File: src/rtl/bingo_pkg.sv
// Shared definitions for the bingo turn scheduler: FSM encodings, cell count
// and a helper that turns a called number into its one-hot cell mask.
package bingo_pkg;

  localparam int NUM_CELLS = 25;
  localparam int NUM_W     = 5;

  typedef enum logic [2:0] {
    IDLE      = 3'd0,
    SETUP     = 3'd1,
    WAIT_SEL  = 3'd2,
    WAIT_PEER = 3'd3,
    MY_TURN   = 3'd4,
    PEER_TURN = 3'd5,
    CHECK     = 3'd6,
    OVER      = 3'd7
  } state_t;

  // Numbers outside 1..NUM_CELLS map to an empty mask, so they can never be accepted.
  function automatic logic [NUM_CELLS-1:0] num_to_mask(input logic [NUM_W-1:0] num);
    logic [NUM_CELLS-1:0] m;
    m = '0;
    for (int i = 0; i < NUM_CELLS; i++) begin
      if (num == NUM_W'(i + 1)) m[i] = 1'b1;
    end
    return m;
  endfunction

endpackage

File: src/rtl/lowest_free_finder.sv
// Priority encoder returning the lowest number (1-based) whose called bit is
// still clear; valid_o drops when every number has been called.
module lowest_free_finder
  import bingo_pkg::*;
(
  input  logic [NUM_CELLS-1:0] mask_i,
  output logic [NUM_W-1:0]     num_o,
  output logic                 valid_o
);

  // Scan from the top down so the lowest free cell is the last one written.
  always_comb begin
    num_o   = '0;
    valid_o = 1'b0;
    for (int i = NUM_CELLS - 1; i >= 0; i--) begin
      if (!mask_i[i]) begin
        num_o   = NUM_W'(i + 1);
        valid_o = 1'b1;
      end
    end
  end

endmodule

File: src/rtl/turn_scheduler.sv
// Turn sequencing for a two-board bingo game: setup handshake, alternating
// picks, line-check wait and win/draw detection. Optional macro
// TURN_TIMEOUT_EN adds an auto-pick of the lowest free number after a stalled MY_TURN.
module turn_scheduler
  import bingo_pkg::*;
#(
  parameter int WIN_LINES      = 5,
  parameter int CHECK_LAT      = 2,
  parameter int TIMEOUT_CYCLES = 100000000
) (
  input  logic                 clk,
  input  logic                 rst,
  input  logic                 interboard_rst,
  input  logic                 game_start,
  input  logic                 first_player,
  input  logic                 sel_done,
  input  logic                 peer_ready,
  input  logic                 pick_valid,
  input  logic [NUM_W-1:0]     pick_num,
  input  logic                 peer_valid,
  input  logic [NUM_W-1:0]     peer_num,
  input  logic [3:0]           line_count,
  input  logic                 peer_win,
  output logic                 clear_sel,
  output logic                 start_sel,
  output logic                 my_turn,
  output logic [NUM_CELLS-1:0] called,
  output logic                 send_valid,
  output logic [NUM_W-1:0]     send_num,
  output logic [2:0]           state,
  output logic                 win_local,
  output logic                 win_peer
);

  state_t               state_q, state_d;
  logic [NUM_CELLS-1:0] called_q, called_d;
  logic                 first_q, first_d;
  logic                 last_local_q, last_local_d;
  logic [2:0]           chk_q, chk_d;
  logic                 clear_sel_q, clear_sel_d;
  logic                 start_sel_q, start_sel_d;
  logic                 my_turn_q, my_turn_d;
  logic                 send_valid_q, send_valid_d;
  logic [NUM_W-1:0]     send_num_q, send_num_d;
  logic                 win_local_q, win_local_d;
  logic                 win_peer_q, win_peer_d;

  logic [NUM_CELLS-1:0] local_mask, peer_mask;
  logic                 local_ok, peer_ok;
  logic                 reached_win, peer_won;

  assign local_mask  = num_to_mask(pick_num);
  assign peer_mask   = num_to_mask(peer_num);
  assign local_ok    = pick_valid && |(local_mask & ~called_q);
  assign peer_ok     = peer_valid && |(peer_mask & ~called_q);
  assign reached_win = {28'd0, line_count} >= 32'(WIN_LINES);
  assign peer_won    = peer_win;

`ifdef TURN_TIMEOUT_EN
  localparam int TO_W = $clog2(TIMEOUT_CYCLES + 1);

  logic [TO_W-1:0]  to_q, to_d;
  logic [NUM_W-1:0] auto_num;
  logic             auto_valid;
  logic             timeout_hit;

  lowest_free_finder u_finder (
    .mask_i  (called_q),
    .num_o   (auto_num),
    .valid_o (auto_valid)
  );

  assign timeout_hit = (to_q == TO_W'(TIMEOUT_CYCLES - 1)) && auto_valid;

  // Counter only advances while staying in MY_TURN, so any exit restarts it.
  always_comb begin
    to_d = '0;
    if (state_q == MY_TURN && state_d == MY_TURN) to_d = to_q + 1'b1;
  end

  always_ff @(posedge clk) begin
    if (rst || interboard_rst) to_q <= '0;
    else                       to_q <= to_d;
  end
`endif

  always_comb begin
    state_d      = state_q;
    called_d     = called_q;
    first_d      = first_q;
    last_local_d = last_local_q;
    chk_d        = chk_q;
    clear_sel_d  = 1'b0;
    start_sel_d  = 1'b0;
    send_valid_d = 1'b0;
    send_num_d   = send_num_q;
    win_local_d  = win_local_q;
    win_peer_d   = win_peer_q;

    unique case (state_q)
      IDLE, OVER: begin
        if (game_start) begin
          state_d     = SETUP;
          first_d     = first_player;
          called_d    = '0;
          win_local_d = 1'b0;
          win_peer_d  = 1'b0;
          clear_sel_d = 1'b1;
          start_sel_d = 1'b1;
        end
      end
      SETUP:     state_d = WAIT_SEL;
      WAIT_SEL:  if (sel_done) state_d = WAIT_PEER;
      WAIT_PEER: if (peer_ready) state_d = first_q ? MY_TURN : PEER_TURN;
      MY_TURN: begin
        if (local_ok) begin
          called_d     = called_q | local_mask;
          send_valid_d = 1'b1;
          send_num_d   = pick_num;
          last_local_d = 1'b1;
          chk_d        = '0;
          state_d      = CHECK;
        end
`ifdef TURN_TIMEOUT_EN
        else if (timeout_hit) begin
          called_d     = called_q | num_to_mask(auto_num);
          send_valid_d = 1'b1;
          send_num_d   = auto_num;
          last_local_d = 1'b1;
          chk_d        = '0;
          state_d      = CHECK;
        end
`endif
      end
      PEER_TURN: begin
        if (peer_ok) begin
          called_d     = called_q | peer_mask;
          last_local_d = 1'b0;
          chk_d        = '0;
          state_d      = CHECK;
        end
      end
      CHECK: begin
        if (chk_q == 3'(CHECK_LAT - 1)) begin
          win_local_d = reached_win;
          win_peer_d  = peer_won;
          if (reached_win || peer_won) state_d = OVER;
          else if (&called_q)          state_d = OVER;
          else                         state_d = last_local_q ? PEER_TURN : MY_TURN;
        end else begin
          chk_d = chk_q + 3'd1;
        end
      end
      default: state_d = IDLE;
    endcase

    my_turn_d = (state_d == MY_TURN);
  end

  // Either reset source wins over everything, including a same-cycle game_start.
  always_ff @(posedge clk) begin
    if (rst || interboard_rst) begin
      state_q      <= IDLE;
      called_q     <= '0;
      first_q      <= 1'b0;
      last_local_q <= 1'b0;
      chk_q        <= '0;
      clear_sel_q  <= 1'b0;
      start_sel_q  <= 1'b0;
      my_turn_q    <= 1'b0;
      send_valid_q <= 1'b0;
      send_num_q   <= '0;
      win_local_q  <= 1'b0;
      win_peer_q   <= 1'b0;
    end else begin
      state_q      <= state_d;
      called_q     <= called_d;
      first_q      <= first_d;
      last_local_q <= last_local_d;
      chk_q        <= chk_d;
      clear_sel_q  <= clear_sel_d;
      start_sel_q  <= start_sel_d;
      my_turn_q    <= my_turn_d;
      send_valid_q <= send_valid_d;
      send_num_q   <= send_num_d;
      win_local_q  <= win_local_d;
      win_peer_q   <= win_peer_d;
    end
  end

  assign state      = state_q;
  assign called     = called_q;
  assign clear_sel  = clear_sel_q;
  assign start_sel  = start_sel_q;
  assign my_turn    = my_turn_q;
  assign send_valid = send_valid_q;
  assign send_num   = send_num_q;
  assign win_local  = win_local_q;
  assign win_peer   = win_peer_q;

endmodule

File: config.mk
export PLATFORM = sky130hd
export DESIGN_NAME = turn_scheduler
export DESIGN_NICKNAME = d
export VERILOG_FILES = /design/src/rtl/bingo_pkg.sv /design/src/rtl/lowest_free_finder.sv /design/src/rtl/turn_scheduler.sv
export SDC_FILE = /design/constraint.sdc
export NUM_CORES = 1
export LEC_CHECK = 0
export BUFFER_PORTS_ARGS = -buffer_cell sky130_fd_sc_hd__buf_2
export CAP_MARGIN = 20
export CORE_ASPECT_RATIO = 1.4
export CORE_UTILIZATION = 50
export CTS_CLUSTER_SIZE = 40
export DETAILED_ROUTE_END_ITERATION = 6
export HOLD_SLACK_MARGIN = 0.06
export PLACE_DENSITY = 0.74
export SYNTH_ARGS = -nofsm -noshare
export SYNTH_HDL_FRONTEND = slang
export SYNTH_SLANG_ARGS = --single-unit
File: constraint.sdc
create_clock -name clk -period 4.9 [get_ports clk]
set_input_delay 1.47 -clock clk [delete_from_list [all_inputs] [get_ports clk]]
set_output_delay 1.47 -clock clk [all_outputs]
set_load 0.05 [all_outputs]
==> out/qor.yml, run 1 <==
synth_common_cells: "49 x nand2_1, 43 x dfxtp_1, 25 x a32oi_1, 22 x o22ai_1, 21 x o21ai_0"
intPower_mw: 0.592
clockBufferDepth: 2
hp-start: "send_num[2]$_SDFFE_PP0P_"
io_buffers: 62
ys_seq_elements: 43
p_seq_frac: 0.440
rsz0062_at_grt: "no"
routed_wl_um: 9420
cp-end-kind: "flop"
drt.antenna.violating_nets: 0
fillers: 573
pwr-share-comb: 0.147
switching_share: 0.263
drc: 0
setup_viol: 0
antenna_found_initial: 0
coreArea_mm2: 0.00586
routed-wl-met2_um: 4510
ios: 63
routedWlPerCell_um: 18.9
period_minus_slack_ps: 3460
fin_skew_ps: 9.49
top_layer: "met4"
setup.worst_path.start_class: "primary input"
r2r_slack_ps: 2110
die_y_um: 94.1
syn_inst: 389
post_cts_buffers: 0
synthTopCellsByArea: "dfxtp_1 28%, a32oi_1 7.2%, nand2_1 6.1%, o22ai_1 4.5%, o21ai_0 3.5%"
grt_max_degree: 33
place_area_mm2: 0.00326
synth_top_area_frac: 0.284
yosys.area.top_type: "dfxtp_1"
initial_core_util: 0.516
timing.rr.end: "called[3]$_SDFFE_PP0P_"
first_iter_violations: 208
synth_nets: 415
syn-cell-area_mm2: 0.00303
ys.flop_type: "dfxtp_1"
holdPathEnd: "send_num[2]$_SDFFE_PP0P_"
diodes: 0
hold_buffers: 0
place_hpwl_um: 6810
async_flop_share: 0
hold_depth: 2
yosysWarnings: 0
worst_pin_slew_ps: 891
status: "completed"
ys_types: 62
cts_resized: 0
die_width_um: 67.8
grt_pass1_wl_um: 14900
cts_sinks: 43
drt_first_pass_iters: 6
clockRootBuffer: "clkbuf_8"
grt_use_total: 0.313
drv_cap: 0
power_density_mw_per_mm2: 236
setup_tns_ps: 0
floorplan.rows: 33
critical_path_arrival_ps: 3680
slew-limit-headroom: 0.406
p_leak_nw: 1.23
clkPwrFrac: 0.413
wl_met3_um: 694
syn_avg_cell_area_um2: 7.78
timing_hold_violations_final: 0
synthToLayoutAreaGrowth_pct: 12.3
hp-class: "reg -> reg"
vias: 3282
yosysMostFrequentCell: "nand2_1"
cts_buffers: 5
vias_per_cell: 6.60
grt-ovfl-total: 0
design_area_mm2: 0.00340
p_sw_mw: 0.211
rr_startpoint: "state[0]$_SDFF_PP0_"
cp_max_fo: 32
clkSlewWorstSetupHoldPaths_ps: 90
worst_skew_pair.late_latency_ps: 300
required_ps: 5120
ir_drop_uv: 136
cts_max_level: 2
gp_congestion: 0.991
fmax_mhz: 289
crit_type: "in -> reg"
ff_latch_area_um2: 861
drive_gt1_frac: 0.218
met1_length_um: 3760
multi_input_area_mm2: 0.00196
reg2regPathDepth: 6
nets: 452
grt_pass1_vias: 2942
finish.utilization: 0.580
ys_seq_area_frac: 0.284
synth_edf_count: 0
cts_tree: "done"
drv_slew: 0
die-area_mm2: 0.00637
period_share: 0.705
layout by cell type, fill, tap and decap left out, types with 3 or more instances in the layout:
cell and count:
a21oi_1 5, a32oi_1 25, and2_1 6, and3_1 3
buf_2 62, buf_4 4, clkbuf_8 5, dfxtp_1 43
inv_1 5, mux2i_1 6, nand2_1 49, nand2b_1 12
nand3_1 10, nand4_1 13, nand4b_1 3, nor2_1 15
nor2b_1 11, nor3_1 9, nor3b_1 7, nor4_2 4
o21ai_0 21, o21ai_1 17, o22ai_1 22, o32ai_1 6
or2_2 3, or3_1 6, or3b_2 5, or4_1 3
layer usage:
| layer | vias to the layer above | global-route usage |
|---|---|---|
| met1 | 1496 | 0.383 |
| met3 | 35 | 0.0425 |
| met4 | 0 | 0.172 |
| met2 | 181 | 0.511 |
| li1 | 1570 | - |
| met5 | - | 0 |
power by group through the flow:
stage / clock [mW] / combinational (mW) / sequential, mW
after floorplan: 0 / 0.0910 / 0.363
after global placement: 0 / 0.115 / 0.362
after detailed placement: 0 / 0.116 / 0.362
after CTS: 0.339 / 0.116 / 0.353
after global routing: 0.355 / 0.128 / 0.354
final: 0.332 / 0.118 / 0.353
registers in the layout, indices dropped and copies added (netlist names):
| register | flops |
|---|---|
| send_num | 5 |
| my_turn | 1 |
| send_valid | 1 |
| state | 3 |
| start_sel | 1 |
| chk_q | 3 |
| last_local_q | 1 |
| called | 25 |
| win_local | 1 |
| first_q | 1 |
| win_peer | 1 |
worst max-delay path, stage by stage:
cell and delay, ps:
buf_2 310, nand2b_1 260, o32a_1 200, a41oi_1 130, or4_4 730, and2_1 330
nor4_2 230
per-stage QoR:
| stage | cells | hold WS [ps] | power (mW) | setup WS (ps) |
|---|---|---|---|---|
| floorplan | 389 | 448 | 0.454 | 1630 |
| global placement | 489 | 436 | 0.476 | 1170 |
| detailed placement | 489 | 441 | 0.478 | 1140 |
| CTS | 497 | 452 | 0.809 | 1450 |
| global route | 497 | 466 | 0.838 | 1290 |
| finish | 497 | 450 | 0.803 | 1440 |
cell families (layout without fill, tap and decap cells):
kind of cell,count (synthesis),in the layout,share of synthesized area
simple gates,169,169,0.311
compound gates,123,123,0.284
fa+ha+maj,2,2,0.00827
buf+inv,41,79,0.0715
flops,43,43,0.284
mux,9,9,0.0347
xor+xnor,2,2,0.00579
worst max-delay path by stage:
stage                 from                      end  slack [ps]  depth (start not counted)
2_1_floorplan  pick_num[3]  called[14]$_SDFFE_PP0P_        1630                          9
6_report       pick_num[3]    chk_q[1]$_SDFFE_PP0P_        1440                          7
4_1_cts        pick_num[3]    chk_q[2]$_SDFFE_PP0P_        1450                          7
3_5_place_dp   pick_num[3]    chk_q[2]$_SDFFE_PP0P_        1140                          7
3_3_place_gp   pick_num[3]    chk_q[1]$_SDFFE_PP0P_        1170                          7
5_1_grt        pick_num[3]    chk_q[0]$_SDFFE_PP0P_        1290                          7
area by class of cell:
type | count | area share
clock buffers | 5 | 0.0202
clock inverters | 3 | 0.0199
inverters | 5 | 0.00552
multi-input cells | 305 | 0.575
flip-flops and latches | 43 | 0.253
well taps | 70 | 0.0258
repair buffers | 66 | 0.100
Power figures use the tool's default switching activity.
==> inputs of run 2 (changes only) <==
Settings changed: ABC_AREA from default to 1, PLACE_DENSITY 0.74 to 0.77.
Clock period 4.9 ns to 3.1 ns, I/O delays scaled along.
==> run 2 against run 1 <==
Against the previous run: non-clock buffer count increased by 9; largest power group unchanged; worst setup slack got worse by 1000 ps; synthesized area decreased by 3.3%; sequential share of layout area decreased by 0.34 points; design area increased by 1.4%; critical path type unchanged; final cell count increased by 26%; critical path depth increased by 8; via count increased by 7.3%.
==> out/qor.yml, run 2 <==
synth_nets: 522  # +26%
cts_max_level: 2  # unchanged
syn-cell-area_mm2: 0.00293  # -3.3%
cp_common_cell: "nand2_1"
drv_slew: 0  # unchanged
drive_gt1_frac: 0.166  # -0.0514
syn_inst: 496  # +28%
cp_cell_sequence: "buf_2, nor2_1, nand2_1, nor2_1, nand2_1, nand2_1, inv_1, nand2_1, nor2_1, nand2_1, nand2_1, nand2_2, buf_4, nand4_1, a21oi_1"
yosysWarnings: 0  # unchanged
worst_skew_pair.late_latency_ps: 300  # about the same
cp_slowest_cell: "nor2_1"
use_met2: 0.618  # +0.107
setup_tns_ps: 0  # unchanged
hold_buffers: 0  # unchanged
fin_cells: 627  # +26%
cts_tree: "done"
pwr-share-comb: 0.153  # +0.006
max_stage_delay_ps: 340  # -390 ps
cts_buffers: 5  # unchanged
antenna_found_initial: 0  # unchanged
grt-ovfl-total: 0  # unchanged
floorplan.rows: 32  # -3.0%
cts_resized: 0  # unchanged
critical_path_arrival_ps: 2890  # -790 ps
timing_hold_violations_final: 0  # unchanged
slew-limit-headroom: 0.507  # +0.101
ios: 63  # unchanged
place_hpwl_um: 7650  # +12%
final_common_cell: "nand2_1"
drt.antenna.violating_nets: 0  # unchanged
crit_type: "in -> reg"
yosys.area.top_type: "dfxtp_1"
drv_cap: 0  # unchanged
p_total_mw: 1.20  # +49%
die_width_um: 66.7  # -1.6%
setup_viol: 0  # unchanged
clkSlewWorstSetupHoldPaths_ps: 80  # about the same
fmax_mhz: 376
layout_common_cells: "133 x nand2_1, 73 x nor2_1, 62 x buf_2"
largest_reg_flops: 25  # unchanged
clockRootBuffer: "clkbuf_8"
design_area_mm2: 0.00345  # +1.4%
hp-class: "reg -> reg"
coreArea_mm2: 0.00557  # -5.1%
place_inst: 619  # +27%
grt-busiest-layer: "met2"
drt_first_pass_iters: 6  # unchanged
setup.worst_path.start_class: "primary input"
ir_drop_uv: 199  # +46%
synth_common_cells: "133 x nand2_1, 73 x nor2_1, 59 x inv_1, 43 x dfxtp_1, 40 x nand3_1"
grt_use_total: 0.342  # +0.0288
grt_max_degree: 31  # -6.1%
gp_congestion: 0.940  # -5.2%
place_area_mm2: 0.00333  # +2.0%
period_minus_slack_ps: 2660
period_share: 0.859
post_cts_buffers: 0  # unchanged
diodes: 0  # unchanged
initial_core_util: 0.526  # +0.00986
yosysMostFrequentCell: "nand2_1"
synth_edf_count: 0  # unchanged
ys_seq_elements: 43  # unchanged
async_flop_share: 0  # unchanged
die-area_mm2: 0.00617  # -3.2%
fin_skew_ps: 4.70  # -4.79 ps
hold_depth: 2  # unchanged
synth_top_area_frac: 0.294  # +0.00960
grt_use_met1: 0.365  # -0.0181
worst_pin_slew_ps: 738  # -153 ps
clkPwrFrac: 0.382  # -0.031
required_ps: 3330  # -1790 ps
status: "completed"
synthToLayoutAreaGrowth_pct: 17.7
cts_sinks: 43  # unchanged
first_iter_violations: 173  # -17%
io_buffers: 62  # unchanged
grt_pass1_vias: 3414  # +16%
ys_types: 29  # -53%
fillers: 577  # +0.70%
cp_max_fo: 12  # -63%
ys.flop_type: "dfxtp_1"
ys_seq_area_frac: 0.294  # +0.00960
switching_share: 0.278  # +0.0150
reg2regPathDepth: 9  # +3
die_y_um: 92.5  # -1.6%
cp_top_family: "simple AND/OR/NAND/NOR gates"
crit_cells: 15  # +8
p_sw_mw: 0.334  # +58%
intPower_mw: 0.867  # +46%
rsz0062_at_grt: "no"
routed_wl_um: 9880  # +4.9%
p_seq_frac: 0.465  # +0.025
nets: 584  # +29%
cp-end-kind: "flop"
power_density_mw_per_mm2: 348  # +47%
syn_avg_cell_area_um2: 5.90  # -24%
cp_num_buf_inv: 3  # +2
synthTopCellsByArea: "dfxtp_1 29%, nand2_1 17%, nor2_1 9.4%, nand4_1 8.1%, inv_1 7.6%"
grt_pass1_wl_um: 16000  # +7.1%
vias: 3522  # +7.3%
clockBufferDepth: 2  # unchanged
routedWlPerCell_um: 15.8  # -17%
vias_per_cell: 5.62  # -15%
use_met3: 0.0517  # +0.00925
p_leak_nw: 1.57  # +28%
drc: 0  # unchanged
run 2: cells by family after synthesis:
logic type / count (synthesis) / share of synthesized area
xor+xnor: 1 / 0.00299
flops: 43 / 0.294
buf+inv: 83 / 0.117
simple gates: 301 / 0.450
fa+ha+maj: 2 / 0.00855
compound gates: 66 / 0.128
run 2: worst paths after layout:
path	from	end	slack, ps
setup / recovery	pick_num[0]	called[9]$_SDFFE_PP0P_	440
hold / removal	send_num[2]$_SDFFE_PP0P_	send_num[2]$_SDFFE_PP0P_	450
setup reg to reg	state[1]$_SDFF_PP0_	called[9]$_SDFFE_PP0P_	1170
hold reg to reg	send_num[2]$_SDFFE_PP0P_	send_num[2]$_SDFFE_PP0P_	450
run 2: worst min-delay path, delay by kind of cell (launching register included):
family	cells	cell delay [ps]
AO/OA/AOI/OAI	1	50
buffers and inverters	1	50
flip-flops	1	320
run 2: layer usage:
layer,wire (um),up-vias
li1,-,1755
met1,3790,1582
met2,5030,147
met3,528,38
met4,523,0
met5,0,-
run 2: final cells by class:
cell class	count	area, um2	area share
sequential	43	861	0.250
timing repair buffer	75	420	0.122
multi-input combinational	370	1730	0.501
inverter	63	236	0.0686
clock inverter	2	35.0	0.0102
tap	68	85.1	0.0247
clock buffer	6	82.6	0.0240
run 2: stage by stage:
step / utilization / setup WS (ps) / hold WS, ps
2_1_floorplan: - / 774 / 440
3_3_place_gp: 0.598 / 192 / 430
3_5_place_dp: 0.598 / 209 / 440
4_1_cts: 0.619 / 503 / 453
5_1_grt: 0.619 / 168 / 490
6_report: 0.619 / 438 / 451
run 2: power by group through the flow:
stage / Clock, mW / Combinational [mW] / Sequential [mW]
2_1_floorplan: 0 / 0.106 / 0.580
3_3_place_gp: 0 / 0.177 / 0.571
3_5_place_dp: 0 / 0.179 / 0.572
4_1_cts: 0.471 / 0.180 / 0.559
5_1_grt: 0.488 / 0.202 / 0.559
6_report: 0.459 / 0.184 / 0.558
